[config.mk]
export PLATFORM = sky130hd
export DESIGN_NAME = i2s_tx_flat
export DESIGN_NICKNAME = d
export VERILOG_FILES = /design/src/rtl/i2s_tx_if.sv /design/src/rtl/i2s_tx.sv /design/src/flat_wrapper.sv
export SDC_FILE = /design/constraint.sdc
export NUM_CORES = 1
export LEC_CHECK = 0
export ABC_AREA = 1
export CAP_MARGIN = 40
export CORE_MARGIN = 5
export CORE_UTILIZATION = 57
export CTS_CLUSTER_SIZE = 8
export DETAILED_ROUTE_END_ITERATION = 7
export PLACE_DENSITY = 0.83
export RECOVER_POWER = 50
export SETUP_SLACK_MARGIN = 0.02
export SYNTH_ARGS = -nofsm -noshare
export SYNTH_HDL_FRONTEND = slang
export SYNTH_SLANG_ARGS = --single-unit
export TNS_END_PERCENT = 20
[constraint.sdc]
create_clock -name clk -period 1.95 [get_ports clk]
set_input_delay 0.195 -clock clk [delete_from_list [all_inputs] [get_ports clk]]
set_output_delay 0.195 -clock clk [all_outputs]
set_load 0.01 [all_outputs]
[src/rtl/i2s_tx_if.sv]
// Sample stream into the I2S transmitter: one word per valid/ready handshake.
interface i2s_tx_if;
    logic [15:0] sample_in;
    logic        sample_valid;
    logic        sample_ready;

    modport master (output sample_in, output sample_valid, input sample_ready);
    modport slave  (input sample_in, input sample_valid, output sample_ready);
endinterface

[src/rtl/i2s_tx.sv]
// Mono-to-stereo I2S transmitter: one buffered Q1.15 word per 32-bit frame,
// duplicated into both slots, with frame_start pacing and underrun reporting.
module i2s_tx #(
    parameter int BCLK_DIV = 4
) (
    input  logic      clk,
    input  logic      reset,
    i2s_tx_if.slave   s_if,
    output logic      bclk,
    output logic      lrclk,
    output logic      sdata,
    output logic      frame_start,
    output logic      underrun
);
    localparam logic [7:0] DIV_LAST = 8'(BCLK_DIV - 1);

    logic [7:0]  div_cnt_q, div_cnt_d;
    logic        bclk_q, bclk_d;
    logic [4:0]  bit_cnt_q, bit_cnt_d;
    logic        lrclk_q, lrclk_d;
    logic [31:0] shreg_q, shreg_d;
    logic        sdata_q, sdata_d;
    logic        full_q, full_d;
    logic [15:0] sample_buf_q, sample_buf_d;
    logic        frame_start_q, frame_start_d;
    logic        underrun_q, underrun_d;

    logic accept;
    logic fall;

    assign s_if.sample_ready = !full_q;
    assign accept            = s_if.sample_valid && !full_q;

    // NOTE: every variable gets its default first so no path leaves one
    // unassigned; otherwise always_comb would infer a latch.
    always_comb begin
        div_cnt_d     = div_cnt_q;
        bclk_d        = bclk_q;
        bit_cnt_d     = bit_cnt_q;
        lrclk_d       = lrclk_q;
        shreg_d       = shreg_q;
        sdata_d       = sdata_q;
        full_d        = full_q;
        sample_buf_d  = sample_buf_q;
        frame_start_d = 1'b0;
        underrun_d    = 1'b0;
        fall          = 1'b0;

        if (div_cnt_q == DIV_LAST) begin
            div_cnt_d = 8'd0;
            bclk_d    = !bclk_q;
            fall      = bclk_q;
        end else begin
            div_cnt_d = div_cnt_q + 8'd1;
        end

        if (accept) begin
            sample_buf_d = s_if.sample_in;
            full_d       = 1'b1;
        end

        if (fall) begin
            bit_cnt_d = bit_cnt_q + 5'd1;
            // Word select flips one BCLK ahead of each slot's MSB.
            if (bit_cnt_d == 5'd15) begin
                lrclk_d = 1'b1;
            end else if (bit_cnt_d == 5'd31) begin
                lrclk_d = 1'b0;
            end

            if (bit_cnt_q == 5'd31) begin
                frame_start_d = 1'b1;
                if (full_q) begin
                    shreg_d = {sample_buf_q, sample_buf_q};
                    full_d  = 1'b0;
                end else begin
                    // Empty buffer: send silence; a word accepted now waits
                    // for the next frame.
                    shreg_d    = 32'd0;
                    underrun_d = 1'b1;
                end
            end else begin
                shreg_d = {shreg_q[30:0], 1'b0};
            end
            sdata_d = shreg_d[31];
        end
    end

    // NOTE: state registers use non-blocking assignments so every flop
    // samples the values computed before this edge.
    always_ff @(posedge clk) begin
        if (reset) begin
            div_cnt_q     <= 8'd0;
            bclk_q        <= 1'b0;
            bit_cnt_q     <= 5'd31;
            lrclk_q       <= 1'b0;
            shreg_q       <= 32'd0;
            sdata_q       <= 1'b0;
            full_q        <= 1'b0;
            frame_start_q <= 1'b0;
            underrun_q    <= 1'b0;
        end else begin
            div_cnt_q     <= div_cnt_d;
            bclk_q        <= bclk_d;
            bit_cnt_q     <= bit_cnt_d;
            lrclk_q       <= lrclk_d;
            shreg_q       <= shreg_d;
            sdata_q       <= sdata_d;
            full_q        <= full_d;
            frame_start_q <= frame_start_d;
            underrun_q    <= underrun_d;
        end
    end

    // NOTE: the data word needs no reset; full_q alone decides whether it is
    // ever used, so a stale value can never reach sdata.
    always_ff @(posedge clk) begin
        sample_buf_q <= sample_buf_d;
    end

    assign bclk        = bclk_q;
    assign lrclk       = lrclk_q;
    assign sdata       = sdata_q;
    assign frame_start = frame_start_q;
    assign underrun    = underrun_q;
endmodule

[src/flat_wrapper.sv]
// flat-port wrapper written by rule: the top's interface ports become plain ports
module i2s_tx_flat 
#(
    parameter int BCLK_DIV = 4
)
  (clk, reset, bclk, lrclk, sdata, frame_start, underrun, s_if_sample_in, s_if_sample_valid, s_if_sample_ready);
  i2s_tx_if s_if_i ();
  input  logic clk;
  input  logic reset;
  output logic bclk;
  output logic lrclk;
  output logic sdata;
  output logic frame_start;
  output logic underrun;
  input wire logic [$bits(s_if_i.sample_in)-1:0] s_if_sample_in;
  input wire logic [$bits(s_if_i.sample_valid)-1:0] s_if_sample_valid;
  output wire logic [$bits(s_if_i.sample_ready)-1:0] s_if_sample_ready;
  assign s_if_i.sample_in = s_if_sample_in;
  assign s_if_i.sample_valid = s_if_sample_valid;
  assign s_if_sample_ready = s_if_i.sample_ready;
  i2s_tx #(.BCLK_DIV(BCLK_DIV)) u_core (.clk(clk), .reset(reset), .s_if(s_if_i), .bclk(bclk), .lrclk(lrclk), .sdata(sdata), .frame_start(frame_start), .underrun(underrun));
endmodule
==> results of run 1 <==
[worst min-delay path by stage]
stage                              endpoint  slack [ps]  cells after the start
floorplan                     u_core.full_q         260                      1
global placement        u_core.div_cnt_q[0]         430                      1
detailed placement      u_core.div_cnt_q[0]         440                      1
CTS                 u_core.sample_buf_q[15]         400                      1
global route        u_core.sample_buf_q[15]         460                      1
finish                        u_core.full_q         440                      3
[final cells by class]
cell class / count / area, um^2 / area share
Inverter: 60 / 226.5 / 0.06409
Timing Repair Buffer: 31 / 326.6 / 0.09242
Clock inverter: 3 / 38.79 / 0.01098
Clock buffer: 13 / 148.9 / 0.04214
Tap cell: 70 / 87.58 / 0.02479
Multi-Input combinational cell: 175 / 1224 / 0.3463
Sequential cell: 66 / 1481 / 0.4193
[sequential cells by signal, summed over array words and instances, names as in the netlist]
register,flops
u_core.shreg_q,31
u_core.sample_buf_q,16
u_core.div_cnt_q,8
u_core.bit_cnt_q,5
u_core.bclk,1
u_core.frame_start,1
u_core.full_q,1
u_core.lrclk,1
u_core.sdata,1
u_core.underrun,1
[worst register-to-register path, cell delays in order (launching register included)]
cell and delay, ps:
dfxtp_1 410, ha_1 220, nand2_1 60, nor2_1 110, ha_2 230, nand2_1 100
buf_12 180, o21ai_0 220, nand3_2 100, o21ai_2 60
[stage by stage]
stage / hold WS, ps / setup WS (ps) / power (uW) / util / instances
CTS: 399.4 / 167.9 / 2973 / 0.6844 / 418
detailed placement: 440.0 / 208.2 / 1865 / 0.6483 / 402
global placement: 430.8 / 311.1 / 1852 / 0.6483 / 402
floorplan: 264.1 / 293.4 / 1748 / - / 317
finish: 436.5 / 176.1 / 2958 / 0.6788 / 418
global route: 457.6 / 45.82 / 3079 / 0.6788 / 418
[cell usage after synthesis, drive strengths merged]
cell type,count,area (um^2)
a21oi,6,33.78
buf,10,127.6
clkbuf,6,22.52
clkinv,1,5.000
dfxtp,50,1001
edfxtp,16,480.5
ha,4,50.05
inv,59,221.5
nand2,30,153.9
nand3,36,325.3
nand3b,1,7.510
nand4,3,18.77
nor2,21,115.1
nor3,5,30.03
nor3b,1,7.510
o211ai,1,7.510
o21ai,34,279.0
o22ai,30,193.9
xnor2,2,17.52
xor2,1,8.760
[kinds of logic (layout without fill, tap and decap cells)]
| kind of cell | Yosys count | in the layout | share of synthesized area |
|---|---|---|---|
| flip-flops | 66 | 66 | 0.4768 |
| XOR/XNOR | 3 | 3 | 0.008459 |
| buffers and inverters | 76 | 107 | 0.1212 |
| adder cells (fa/ha/maj) | 4 | 4 | 0.01611 |
| AO/OA/AOI/OAI | 71 | 71 | 0.1655 |
| AND/OR/NAND/NOR | 97 | 97 | 0.2118 |
[where the power goes]
part | switching (uW) | internal (uW) | total [uW]
clock network | 510 | 622 | 1130
registers | 23.5 | 1440 | 1470
logic | 232 | 129 | 361
total | 765 | 2190 | 2960
[cell usage in the layout, fill, tap and decap left out, types with 2 or more instances in the layout]
cell | netlist | routed
buf_4 | 2 | 3
o21ai_0 | 5 | 5
nor2_1 | 16 | 18
buf_12 | 4 | 3
clkbuf_8 | 0 | 10
inv_2 | 4 | 4
nand3_1 | 7 | 7
nand3_2 | 29 | 29
o21ai_2 | 29 | 29
edfxtp_1 | 16 | 16
nor3_1 | 4 | 4
xnor2_1 | 2 | 2
a21oi_1 | 5 | 5
clkbuf_1 | 6 | 4
dfxtp_1 | 50 | 50
nand2_2 | 4 | 3
nand2_1 | 23 | 26
ha_1 | 4 | 3
inv_1 | 55 | 55
clkdlybuf4s50_1 | 0 | 6
nand4_1 | 3 | 3
o22ai_1 | 29 | 29
clkinv_2 | 1 | 2
dlygate4sd3_1 | 0 | 18
[per-layer routing]
layer | vias up | routed length (um) | share of wire | global-route usage
met5 | - | 0 | 0 | 0
met3 | 7 | 257 | 0.047 | 0.05627
met1 | 1042 | 2540 | 0.47 | 0.2140
met4 | 0 | 65 | 0.012 | 0.07456
met2 | 48 | 2557 | 0.47 | 0.2538
li1 | 1117 | - | - | -
==> impl_results.rst, run 1 <==
.. list-table::
   :header-rows: 1

   * - Metric
     - Value
   * - Run status
     - finished, final reports clean
   * - Clock tree from TritonCTS
     - yes
   * - CP dominant cell by count
     - nand2_1
   * - Sequence of cells on the critical path
     - ha_1, nand2_1, nor2_1, ha_2, nand2_1, buf_12, o21ai_0, nand3_2, o21ai_2
   * - Count of pins on the block boundary
     - 25
   * - Largest net degree at the start of global routing
     - 34
   * - Post-DRT Antenna Nets
     - 0
   * - WP data arrival
     - 2040 ps
   * - Cts hold-fix bufs
     - 0
   * - Routed len/inst
     - 12.97 um
   * - Sequential fraction of the synthesis area
     - 0.4768
   * - Antenna violations before repair
     - 0
   * - Count of different cell masters after synthesis
     - 35
   * - Synth Instances
     - 317
   * - Final Critical Period
     - 1774 ps
   * - Cell type of the slowest stage on the worst timing path
     - dfxtp_1
   * - Resized cells post-CTS
     - 0
   * - Clock sink count
     - 66
   * - Launch instance of the worst register-to-register path
     - u_core.bit_cnt_q[1]
   * - Number of DRC violations after detailed-routing iteration 0
     - 143
   * - Layout Nets
     - 366
   * - Die area
     - 7027 um^2
   * - Overall routed net length
     - 5.420 mm
   * - Total setup buffers inserted after CTS
     - 0
   * - Global placer's final weighted congestion
     - 0.8144
   * - Post-detail-place hpwl
     - 3.635 mm
   * - Logic depth of the worst setup path including buffers
     - 9
   * - Area added between synthesis and finish
     - 13.73%
   * - GR Util All Layers
     - 0.1667
   * - Yosys warnings
     - 0
   * - R2r endpoint
     - u_core.shreg_q[17]
   * - First-pass detailed-route iteration total
     - 4
   * - Clock transition time at the flip-flop clock pins of the worst setup and hold paths
     - 70 ps
   * - Maximum clock insertion buffer count
     - 2
   * - Startpoint type of the worst setup path
     - flop
   * - Effective utilization at floorplan
     - 0.5969
   * - Worst supply voltage drop on vdd
     - 0.0006021 V
   * - Die H
     - 83.83 um
   * - Total negative slack for setup checks
     - 0 ps
   * - Total congestion overflow after global routing
     - 0
   * - Clk_skew
     - 5.497 ps
   * - Max Clk Rate
     - 563.7 MHz
   * - Global-route wire length before repair
     - 9.508 mm
   * - Max-cap viol count
     - 0
   * - Level count of the clock H-tree
     - 3
   * - Number of antenna cells inserted
     - 0
   * - RSZ-0062 raised after global routing
     - false
   * - Placed instance area
     - 3374 um^2
   * - Vias in the first global route
     - 2,165
   * - Number of port buffers
     - 24
   * - Leakage component of the power
     - 0.001318 uW
   * - Cell Pwr Density
     - 837.3 nW/um^2
   * - Clock Latency Late Sink
     - 340 ps
   * - Critical setup path kind
     - flop to flop
   * - Biggest cell delay along the critical path
     - 410 ps
   * - Start point of the worst hold path
     - s_if_sample_valid
   * - Capture point of the worst path
     - u_core.shreg_q[17]
   * - Die width
     - 83.83 um
   * - Total via count after detailed routing
     - 2,214
   * - CP delay by family, top
     - adder cells
   * - Mapped Area
     - 3107 um^2
   * - Post-route DRC
     - 0
   * - Max Transition Viols Final
     - 0
   * - Count of filler cells inserted in the layout
     - 409
   * - Worst reg-to-reg setup slack
     - 180 ps
   * - Worst Path Required
     - 2220 ps
   * - Average cell area after synthesis
     - 9.800 um^2
   * - Via/cell ratio
     - 5.297
   * - Sort of element at the end of the critical path
     - flop
   * - Area of the placeable core
     - 5205 um^2
   * - Syn_nets
     - 340
   * - Class of the most critical hold timing path
     - input port to flop
   * - Normalized max-slew margin
     - 0.4206
   * - CTS buffer count
     - 9
   * - Number of cell instances on the worst register-to-register path
     - 9
   * - Measured slew at the worst slew-check pin
     - 869.1 ps
   * - Final design instance area without fill
     - 3533 um^2
   * - Count of buffering cells on the critical path with inverters included
     - 1
   * - Ratio of final minimum period to clock period
     - 0.9097
   * - Count of state elements after synthesis
     - 66
   * - Row count
     - 26
   * - Highest net fanout along the worst path
     - 30
   * - CTS Root Buffer Type
     - clkbuf_8
   * - Launch point of the critical path
     - u_core.bit_cnt_q[1]
   * - Count of endpoints failing setup in the final report
     - 0
   * - Ratio of cells with drive above 1 in the final layout
     - 0.2644
   * - Final Hold Viols
     - 0
(Power assumes the default switching activity.)
==> run 2, diff against run 1 <==
--- a/config.mk
+++ b/config.mk
@@ -8,11 +8,13 @@
 export ABC_AREA = 1
 export CAP_MARGIN = 40
 export CORE_MARGIN = 5
-export CORE_UTILIZATION = 57
+export CORE_UTILIZATION = 60
+export CTS_BUF_LIST = sky130_fd_sc_hd__clkbuf_4 sky130_fd_sc_hd__clkbuf_8
 export CTS_CLUSTER_SIZE = 8
 export DETAILED_ROUTE_END_ITERATION = 7
-export PLACE_DENSITY = 0.83
+export PLACE_DENSITY = 0.87
 export RECOVER_POWER = 50
+export REMOVE_ABC_BUFFERS = 1
 export SETUP_SLACK_MARGIN = 0.02
 export SYNTH_ARGS = -nofsm -noshare
 export SYNTH_HDL_FRONTEND = slang
==> impl_results.rst, run 2 (synthesized netlist as in run 1, its figures left out) <==
.. list-table::
   :header-rows: 1

   * - Metric
     - Value
   * - Total via count after detailed routing
     - 2,226 (+0.54%)
   * - Number of port buffers
     - 24 (unchanged)
   * - Count of pins on the block boundary
     - 25 (unchanged)
   * - Die width
     - 81.96 um (-2.2%)
   * - Post-route DRC
     - 0 (unchanged)
   * - Critical setup path kind
     - flop to flop
   * - Clk network pwr share
     - 0.364 (-0.018)
   * - Max Clk Rate
     - 579.1 MHz (+2.7%)
   * - Placed instance area
     - 3374 um^2 (unchanged)
   * - Highest net fanout along the worst path
     - 30 (unchanged)
   * - Hold-critical path depth
     - 1 (-2)
   * - Leakage component of the power
     - 0.001328 uW (+0.76%)
   * - Ratio of cells with drive above 1 in the final layout
     - 0.2845 (+0.02011)
   * - Start point of the worst hold path
     - u_core.div_cnt_q[0]
   * - Sw frac
     - 0.2627 (+0.004075)
   * - Seq pwr share
     - 0.507 (+0.011)
   * - First-pass detailed-route iteration total
     - 5 (+1)
   * - Post-detail-place hpwl
     - 3.689 mm (+1.5%)
   * - Effective utilization at floorplan
     - 0.6122 (+0.01530)
   * - Normalized max-slew margin
     - 0.7025 (+0.2819)
   * - Startpoint type of the worst setup path
     - flop
   * - Sort of element at the end of the critical path
     - flop
   * - Max-cap viol count
     - 0 (unchanged)
   * - Final worst hold slack
     - 455.6 ps (+19.10 ps)
   * - Via/cell ratio
     - 5.325 (+0.54%)
   * - Final Critical Period
     - 1727 ps (-47.20 ps)
   * - Comb pwr share
     - 0.129 (+0.007)
   * - Total congestion overflow after global routing
     - 0 (unchanged)
   * - Clock Latency Late Sink
     - 340 ps (about the same)
   * - Endpoint with the worst hold slack
     - u_core.div_cnt_q[0]
   * - Worst supply voltage drop on vdd
     - 0.0005724 V (-4.9%)
   * - Row count
     - 26 (unchanged)
   * - Launch point of the critical path
     - u_core.bit_cnt_q[1]
   * - Vias in the first global route
     - 2,155 (-0.46%)
   * - Routed len/inst
     - 13.70 um (+5.6%)
   * - Internal cell power
     - 2131 uW (-2.8%)
   * - Area added between synthesis and finish
     - 13.65% (about the same)
   * - Number of antenna cells inserted
     - 0 (unchanged)
   * - Clock transition time at the flip-flop clock pins of the worst setup and hold paths
     - 70 ps (about the same)
   * - Run status
     - finished, final reports clean
   * - Commonest non-fill, non-tap cells in the layout
     - 55 x inv_1, 48 x dfxtp_1, 29 x o22ai_1, 29 x nand3_2, 29 x o21ai_2
   * - Overall power of the completed layout
     - 2891 uW (-2.3%)
   * - Global placer's final weighted congestion
     - 0.8117 (-0.33%)
   * - Final design instance area without fill
     - 3531 um^2 (about the same)
   * - Register bank with the most flops
     - u_core.shreg_q
   * - Final setup slack of the worst path
     - 223.3 ps (+47.19 ps)
   * - Die area
     - 6717 um^2 (-4.4%)
   * - RSZ-0062 raised after global routing
     - false
   * - Worst Path Required
     - 2220 ps (about the same)
   * - Post-DRT Antenna Nets
     - 0 (unchanged)
   * - Measured slew at the worst slew-check pin
     - 446.3 ps (-422.8 ps)
   * - Die H
     - 81.96 um (-2.2%)
   * - Clock tree from TritonCTS
     - yes
   * - WP data arrival
     - 2000 ps (-40 ps)
   * - Most common cell after layout, fill and taps aside
     - inv_1
   * - Number of cell instances on the worst register-to-register path
     - 9 (unchanged)
   * - Largest registers ranked by flip-flop count
     - u_core.shreg_q x31, u_core.sample_buf_q x16, u_core.div_cnt_q x8
   * - Antenna violations before repair
     - 0 (unchanged)
   * - Worst reg-to-reg setup slack
     - 220 ps (+50 ps)
   * - Overall routed net length
     - 5.725 mm (+5.6%)
   * - Clk_skew
     - 8.700 ps (+3.204 ps)
   * - Launch instance of the worst register-to-register path
     - u_core.bit_cnt_q[1]
   * - Final Hold Viols
     - 0 (unchanged)
   * - Largest net degree at the start of global routing
     - 34 (unchanged)
   * - Level count of the clock H-tree
     - 3 (unchanged)
   * - R2r endpoint
     - u_core.shreg_q[17]
   * - Switching power of the nets
     - 759.5 uW (-0.75%)
   * - GR Util All Layers
     - 0.2015 (+0.03483)
   * - Total negative slack for setup checks
     - 0 ps (unchanged)
   * - Maximum clock insertion buffer count
     - 2 (unchanged)
   * - Layout Nets
     - 366 (unchanged)
   * - Clock sink count
     - 66 (unchanged)
   * - Setup slack at placement
     - 218.3 ps (+10.07 ps)
   * - Flip-flop count of the largest register, all copies and words added
     - 31 (unchanged)
   * - CTS buffer count
     - 9 (unchanged)
   * - Global-route wire length before repair
     - 10.06 mm (+5.8%)
   * - Class of the most critical hold timing path
     - flop to flop
   * - Area of the placeable core
     - 5075 um^2 (-2.5%)
   * - Ratio of final minimum period to clock period
     - 0.8855 (-0.02420)
   * - CTS Root Buffer Type
     - clkbuf_8
   * - Number of DRC violations after detailed-routing iteration 0
     - 154 (+7.7%)
   * - Max Transition Viols Final
     - 0 (unchanged)
   * - Cell Pwr Density
     - 818.7 nW/um^2 (-2.2%)
   * - Count of endpoints failing setup in the final report
     - 0 (unchanged)
[run 2: cell count changes in the layout (fill, tap and decap cells not counted), sizes merged]
cell,change
bufinv,-1
clkinv,+1
[run 2: critical path, cell delays in order, from the launching register on]
cell and delay [ps]:
dfxtp_2 380, ha_1 200, nand2_1 60, nor2_1 130, ha_2 230, nand2_1 100
buf_12 180, o21ai_0 220, nand3_2 100, o21ai_2 60
[run 2: power by group through the flow]
stage	clock [uW]	sequential, uW	combinational (uW)
after floorplan	0	1490	231
final	1050	1470	372
after global placement	0	1490	364
after detailed placement	0	1500	377
after global routing	1140	1470	408
after CTS	1070	1470	384
[run 2: worst max-delay path by stage]
stage / end / slack [ps]
2_1_floorplan: u_core.shreg_q[17] / -590
3_3_place_gp: u_core.shreg_q[17] / 330
3_5_place_dp: u_core.shreg_q[17] / 220
4_1_cts: u_core.shreg_q[17] / 140
5_1_grt: u_core.bit_cnt_q[4] / 70
6_report: u_core.shreg_q[17] / 220
[run 2: cell type report]
| class | instances | area (um^2) |
|---|---|---|
| fillers | 384 | 1544 |
| flip-flops and latches | 66 | 1484 |
| multi-input cells | 175 | 1224 |
| repair buffers | 31 | 327.8 |
| inverters | 60 | 226.5 |
| clock buffers | 13 | 166.4 |
| well taps | 70 | 87.58 |
| clock inverters | 3 | 15.01 |
[run 2: stage by stage]
stage                     cells    util
after global routing        418  0.6958
after CTS                   418  0.7007
final                       418  0.6958
after global placement      402  0.6649
after floorplan             301       -
after detailed placement    402  0.6649
[run 2: metal layers]
| metal | GRT usage | routed length [um] | vias up |
|---|---|---|---|
| met3 | 0.06360 | 271 | 17 |
| met4 | 0.1047 | 166 | 0 |
| met2 | 0.3271 | 2877 | 53 |
| met1 | 0.2382 | 2409 | 1039 |
| li1 | - | - | 1117 |
| met5 | 0 | 0 | - |
[run 2: timing repair]
action                                  in CTS  in global routing
endpoints found under the setup margin       0                  7
hold buffers                                 0                  0
gates resized for setup                      0                  3
setup buffers                                0                  0
hold endpoints to repair                     0                  0
